File: src/rtl/forth_stack.sv
// Data stack with a cached top of stack (tos/s0/s1 exposed), one operation per clock, no stalls.
// Define FORTH_STACK_GUARD_EN to turn err into a sticky overflow/underflow flag; otherwise err is 0.
module forth_stack #(
    parameter int DEPTH = 16,
    parameter int DSZ   = 32
) (
    input  logic                   clk,
    input  logic                   rst,
    input  logic                   en,
    input  logic [2:0]             op,
    input  logic [DSZ-1:0]         vi,
    output logic [DSZ-1:0]         tos,
    output logic [DSZ-1:0]         s0,
    output logic [DSZ-1:0]         s1,
    output logic [$clog2(DEPTH):0] depth,
    output logic                   full,
    output logic                   empty,
    output logic                   err
);

    localparam int DW = $clog2(DEPTH) + 1;
    localparam logic [DW-1:0] DEPTH_V = DW'(DEPTH);

    typedef enum logic [2:0] {
        OP_NOP  = 3'd0,
        OP_PUSH = 3'd1,
        OP_POP  = 3'd2,
        OP_DUP  = 3'd3,
        OP_SWAP = 3'd4,
        OP_OVER = 3'd5,
        OP_ROT  = 3'd6,
        OP_LOAD = 3'd7
    } op_e;

    // Handshake: en acts as valid; the stack is always ready, so every
    // cycle with en=1 consumes exactly one op at the rising edge.
    op_e             op_w;
    logic [DSZ-1:0]  stk_q [DEPTH];
    logic [DSZ-1:0]  stk_d [DEPTH];
    logic [DW-1:0]   depth_q, depth_d;
    logic            full_q, empty_q;
    logic [DW-1:0]   need;
    logic            grow;
    logic            underflow, overflow;
    logic [DSZ-1:0]  push_val;

    assign op_w = op_e'(op);

    always_comb begin
        stk_d    = stk_q;
        depth_d  = depth_q;
        need     = '0;
        grow     = 1'b0;
        push_val = vi;
        case (op_w)
            OP_PUSH: grow = 1'b1;
            OP_POP:  need = DW'(1);
            OP_LOAD: need = DW'(1);
            OP_DUP: begin
                need     = DW'(1);
                grow     = 1'b1;
                push_val = stk_q[0];
            end
            OP_SWAP: need = DW'(2);
            OP_OVER: begin
                need     = DW'(2);
                grow     = 1'b1;
                push_val = stk_q[1];
            end
            OP_ROT:  need = DW'(3);
            default: ;
        endcase

        underflow = en && (depth_q < need);
        overflow  = en && grow && (depth_q == DEPTH_V);

        // Cells at or beyond depth are kept at zero, so tos/s0/s1 read 0 there.
        if (en && !underflow && !overflow) begin
            if (grow) begin
                for (int i = DEPTH - 1; i > 0; i--) stk_d[i] = stk_q[i-1];
                stk_d[0] = push_val;
                depth_d  = depth_q + DW'(1);
            end else begin
                case (op_w)
                    OP_POP: begin
                        for (int i = 0; i < DEPTH - 1; i++) stk_d[i] = stk_q[i+1];
                        stk_d[DEPTH-1] = '0;
                        depth_d        = depth_q - DW'(1);
                    end
                    OP_SWAP: begin
                        stk_d[0] = stk_q[1];
                        stk_d[1] = stk_q[0];
                    end
                    OP_ROT: begin
                        stk_d[0] = stk_q[2];
                        stk_d[1] = stk_q[0];
                        stk_d[2] = stk_q[1];
                    end
                    OP_LOAD: stk_d[0] = vi;
                    default: ;
                endcase
            end
        end
    end

    always_ff @(posedge clk or negedge rst) begin
        if (!rst) begin
            for (int i = 0; i < DEPTH; i++) stk_q[i] <= '0;
            depth_q <= '0;
            full_q  <= 1'b0;
            empty_q <= 1'b1;
        end else begin
            stk_q   <= stk_d;
            depth_q <= depth_d;
            full_q  <= (depth_d == DEPTH_V);
            empty_q <= (depth_d == '0);
        end
    end

`ifdef FORTH_STACK_GUARD_EN
    logic err_q;

    always_ff @(posedge clk or negedge rst) begin
        if (!rst) begin
            err_q <= 1'b0;
        end else if (underflow || overflow) begin
            err_q <= 1'b1;
        end
    end

    assign err = err_q;
`else
    assign err = 1'b0;
`endif

    assign tos   = stk_q[0];
    assign s0    = stk_q[1];
    assign s1    = stk_q[2];
    assign depth = depth_q;
    assign full  = full_q;
    assign empty = empty_q;

endmodule

File: config.mk
export PLATFORM = sky130hd
export DESIGN_NAME = forth_stack
export DESIGN_NICKNAME = d
export VERILOG_FILES = /design/src/rtl/forth_stack.sv
export SDC_FILE = /design/constraint.sdc
export NUM_CORES = 1
export LEC_CHECK = 0
export BUFFER_PORTS_ARGS = -buffer_cell sky130_fd_sc_hd__buf_2
export CELL_PAD_IN_SITES_DETAIL_PLACEMENT = 0
export CELL_PAD_IN_SITES_GLOBAL_PLACEMENT = 2
export CORE_ASPECT_RATIO = 0.9
export CORE_MARGIN = 1
export CORE_UTILIZATION = 40
export DETAILED_ROUTE_END_ITERATION = 7
export PLACE_DENSITY = 0.81
export RECOVER_POWER = 50
export SLEW_MARGIN = 5
export SYNTH_ARGS = -nofsm -noshare
export SYNTH_HDL_FRONTEND = slang
export SYNTH_SLANG_ARGS = --single-unit
File: constraint.sdc
create_clock -name clk -period 3.7 [get_ports clk]
set_input_delay 0 -clock clk [delete_from_list [all_inputs] [get_ports clk]]
set_output_delay 0 -clock clk [all_outputs]
set_load 0.02 [all_outputs]
Word-level counts from Yosys, hierarchy flattened
Index checks and enable logic that the tools add are counted.

word-level totals
  output and inout bits = 104
  register bits after elaboration = 519

cells by class
  order comparisons = 1
  mux-type cells = 11
  eq/ne operators = 10
  reductions and logical operators = 21
  $add $sub $neg = 2

operators with widths
  operator             count
  $mux 512             1
  $mux 416             1
  $pmux 32 s2          3
  $pmux 32 s3          1
  $mux 5               3
  $eq 3x3->1 const B   4
  $eq 5x5->1 const B   2
  $eq 3x2->1 const B   2
  $pmux 2 s3           1
  $reduce_and 2->1     3
  $reduce_bool 3->1    2
  $reduce_or 2->1      3
  $reduce_or 3->1      2
  $add 5x1->5 const B  1
  $logic_and 1x1->1    5
  $logic_not 5->1      1
  $lt 5x5->1           1
  $sub 5x1->5 const B  1
  $reduce_bool 4->1    1
  $eq 3x1->1 const B   1
  $reduce_and 3->1     1
  $logic_not 1->1      2
  $ne 2x2->1 const B   1
  $reduce_bool 2->1    1
  $mux 1               1

Logic depth before layout (Yosys ltp)
  word-level depth = 10
  mapped depth = 15

Least setup slack after synthesis
Ideal clock, no wire load.

  path kind = flip-flop to flip-flop
  from = reg depth_q[0], in the netlist depth[0]
  to = reg stk_q[174] in the netlist's numbering
  clock period less this slack = 2.479 ns
  setup slack = 1.221 ns
  stages on the path, launching flop included = 14
  arrival = 2.343 ns
  buffers on the path = 6
  required time = 3.563 ns
  path through = dfrtp_1 -> clkbuf_1 -> inv_1 -> ha_1 -> nor4bb_1 -> a22o_1 -> or2_1 -> buf_4 -> buf_6 -> buf_6 -> buf_8 -> buf_6 -> nand2_1 -> o21ai_0

between the ends
  word-level cells in the longest chain between the ends = 6
  elaborated cells on any way between the ends = 9
  classes of those cells = order compare: 1; eq/ne: 1; reduce/logical: 7

RTL lines
  element                         line  source
  from (decl)                     40    logic [DW-1:0] depth_q, depth_d;
  from (signal assigned)          114   depth_q <= depth_d;
  $lt 5x5->1                      74    underflow = en && (depth_q < need);
  $logic_and 1x1->1               74
  $logic_not 1->1                 78    if (en && !underflow && !overflow) begin
  $logic_and 1x1->1               78
  $logic_and 1x1->1 (*)           78
  $reduce_and 2->1 (no line) (*)  -
  to (signal assigned)            113   stk_q <= stk_d;
  to (decl)                       38    logic [DSZ-1:0] stk_q [DEPTH];

Every way passes the cells marked *; elsewhere a longest branch is shown, timed or not.
A chain may end at the register's enable or synchronous reset.

Worst setup path in the final report
  from = reg depth_q[1], in the netlist depth[1]
  to = reg stk_q[22] in the netlist's numbering

The elaborated chain is that of the path after synthesis.

==> impl_results.md <==
* H-tree levels at 2
* YS warnings at 0
* Remaining antenna violation count at 0
* Synth-to-layout area growth at 10.10%
* Worst Hold Class: in2reg
* Starting DRC count in detailed routing at ~900
* Max stage delay on crit path at around 0.52 ns
* Buf+Inv Stages, Crit Path at 2
* Port Buf Inserts at 140
* Cts bufs inserted at 54
* RR Startpoint: depth[1]
* Post-synth EDFFs at 0
* Fin crit period at 2.822 ns
* Finished Layout Cells at about 3,400
* Total die area at about 64,000 sq um
* Layout fillers at ~5,800
* Largest net degree at the start of global routing at ~170
* Sw power at roughly 6 mW
* Mapped Area at ~25,000 sq um
* Setup Skew at ~0.015 ns
* Vias at roughly 17,000
* DR vias/cell at 5.013
* Synthesized net count at around 2,500
* Final WS setup at 0.8780 ns
* Design area at ~28,000 sq um
* Relative slew slack at -0.9100
* Failing checks: capacitance limit, slew limit
* Critical path type: reg2reg
* RSZ-0062 raised after global routing: false
* Commonest cells after routing, fill and taps aside: dfrtp_1 (518), nand2_1 (486), mux2i_1 (482)
* Final HPWL from detailed placement at 32.48 mm
* Max VDD drop at around 0.4 mV
* Post-synth ARST share at 1.000
* Flops & latches, synth at about 520
* CTS clock-pin slew for the worst setup and hold paths at 0.06 ns
* CTS max path bufs at 3
* Ys flop type: dfrtp_1
* Overall Power at 17.49 mW
* Global-route wire length before repair at 85.99 mm
* R2r setup slk at around 0.9 ns
* Gr ovfl total at 0
* Static leakage at 12.05 nW
* CP max stage cell: or4_1
* R2r endpoint: stk_q[22]
* CP Cell Sequence: ha_1 > or4_1 > a21oi_2 > nand2b_1 > or2_4 > buf_12 > buf_4 > o21ai_0
* Nets@finish at roughly 2,500
* Layout cells sized above 1 at 0.06638
* WP data required at 4.15 ns
* Pre-CTS setup slack at approximately 0.86 ns
* CTS Sinks at approximately 520
* Sequential area share after synthesis at 0.5165
* Critical Path Sink Type: register
* WL final at a little over 50 mm
* Die Wd at approximately 270 um
* WL/cell at 15.02 um
* Placer Congestion at between 0.7 and 0.8
* CTS tree: yes
* # setup viols final at 0
* Post_cts resized at 0
* Final slew viol count at 101
* Reg2reg path depth at 8
* Most common cell after layout, fill and taps aside: dfrtp_1
* Core area at about 62,000 sq um
* Min Hold Slack at 0.04721 ns
* Crit path max-delay family: simple AND/OR/NAND/NOR gates
* Crit start category: register
* Post-Synthesis Cells at 2,494
* Int Power at about 11 mW
* Placed Cells at 3,220
* Post-CTS Setup Inserts at 0
* Seq pwr share at 0.459
* Switching Fraction at 0.3455
* Final Hold Viols at 0
* # rows at 86
* Root buf cell: clkbuf_16
* Pwr per Cell Area at between 600 and 700 nW/um^2
* Clock Power Share at 0.316
* Initial antenna violation count at 0
* Mean Syn Cell Area at a little over 10 sq um
* Placed cell area at 25,680 sq um
* Number of max-cap violations at 1
* Worst hold path startpoint: op[2]
* Remaining DRCs at 0
* Ant. Diodes at 0
* Clk_lat worst skew at 0.59 ns
* Die Y at between 200 and 250 um
* Worst-path maximum fanout at 60
* Final TNS setup at 0 ns
* Total track usage at 0.1594
* Status: finished with violations
* WP data arrival at between 3 and 4 ns
* Initial Util at 0.4079
* Hold EP: s0[29]
* Distinct cells, synth at 39
* Cells on Worst Hold Path at 5
* Vias in the first global route at approximately 17,000
* Comb power frac at 0.225
* FMAX at 0.3544 GHz
* Slew @ Worst Pin at around 2.9 ns
* Drt pass-1 iters at 4
* Num ports at roughly 140
* Final core utilization at 0.4491
* Hold-fix buffers, CTS at 34
* Final worst-path cycle share at 0.7627
==> routing by layer <==
metal	part of all wire	wire [um]	track usage
met1	0.43	21890	0.1962
met2	0.53	26470	0.2914
met3	0.024	1230	0.02366
met4	0.015	764	0.03849
met5	0	0	0
==> sequential cells by signal, indices dropped and copies added (netlist names) <==
register	count
s1	32
tos	32
s0	32
depth	5
empty	1
stk_q	416
full	1
==> worst reg2reg max path, stage by stage, from the launching register on <==
cell and delay [ns]:
dfrtp_1 0.46, ha_1 0.23, or4_1 0.52, a21oi_2 0.15, nand2b_1 0.19, or2_4 0.23, buf_12 0.26, buf_4 0.46
o21ai_0 0.18
==> cells in the mapped netlist, types with 2 or more instances <==
library cell / number / area share
nand2b_1: 7 / 0.0017
nand2_1: 486 / 0.073
nand3b_1: 2 / 0.00060
nor4_1: 3 / 0.00075
o21ai_0: 298 / 0.059
buf_2: 31 / 0.0062
o21ai_1: 216 / 0.043
nor2_1: 67 / 0.010
dfrtp_1: 518 / 0.52
inv_1: 5 / 0.00075
ha_1: 3 / 0.0015
buf_8: 3 / 0.0018
buf_6: 32 / 0.014
xnor2_1: 2 / 0.00070
xor2_1: 2 / 0.00070
o221ai_1: 32 / 0.011
a21oi_1: 67 / 0.013
buf_4: 100 / 0.030
clkbuf_1: 119 / 0.018
mux2i_1: 482 / 0.19
==> cell type report <==
type | count | area [sq um] | area share
multi-input combinational | 1684 | 10430 | 0.3767
clock inverter | 12 | 163.9 | 0.005920
clock buffer | 86 | 1643 | 0.05933
timing repair buffer | 210 | 1398 | 0.05048
tap | 836 | 1046 | 0.03778
inverter | 5 | 18.77 | 0.0006778
sequential | 519 | 12990 | 0.4691
==> how the worst max path moves through the flow <==
stage | from | end | slack (ns) | cells past startpoint
2_1_floorplan | depth[0] | stk_q[174] | 1.22 | 13
3_3_place_gp | depth[1] | stk_q[22] | 0.92 | 8
3_5_place_dp | depth[1] | stk_q[196] | 0.86 | 8
4_1_cts | depth[1] | stk_q[196] | 0.85 | 8
5_1_grt | rst | stk_q[308] | 0.47 | 3
6_report | depth[1] | stk_q[22] | 0.88 | 8
==> cells by family after synthesis <==
logic type      after synthesis  share of synthesized area
compound gates              622                     0.1299
simple gates                572                    0.08796
flops                       519                     0.5165
mux                         482                     0.1919
buf+inv                     291                    0.07080
xor+xnor                      4                   0.001393
fa+ha+maj                     3                   0.001493
other cells                   1                  0.0001491
==> power by group through the flow <==
stage	clock network [mW]	logic (mW)	registers, mW
final	5.53	3.93	8.03
after global routing	5.94	4.47	8.20
after CTS	5.71	4.13	8.06
after detailed placement	0	4.10	8.16
after global placement	0	4.00	8.12
after floorplan	0	3.84	7.62
No activity file was read; power rests on OpenSTA's default activity.
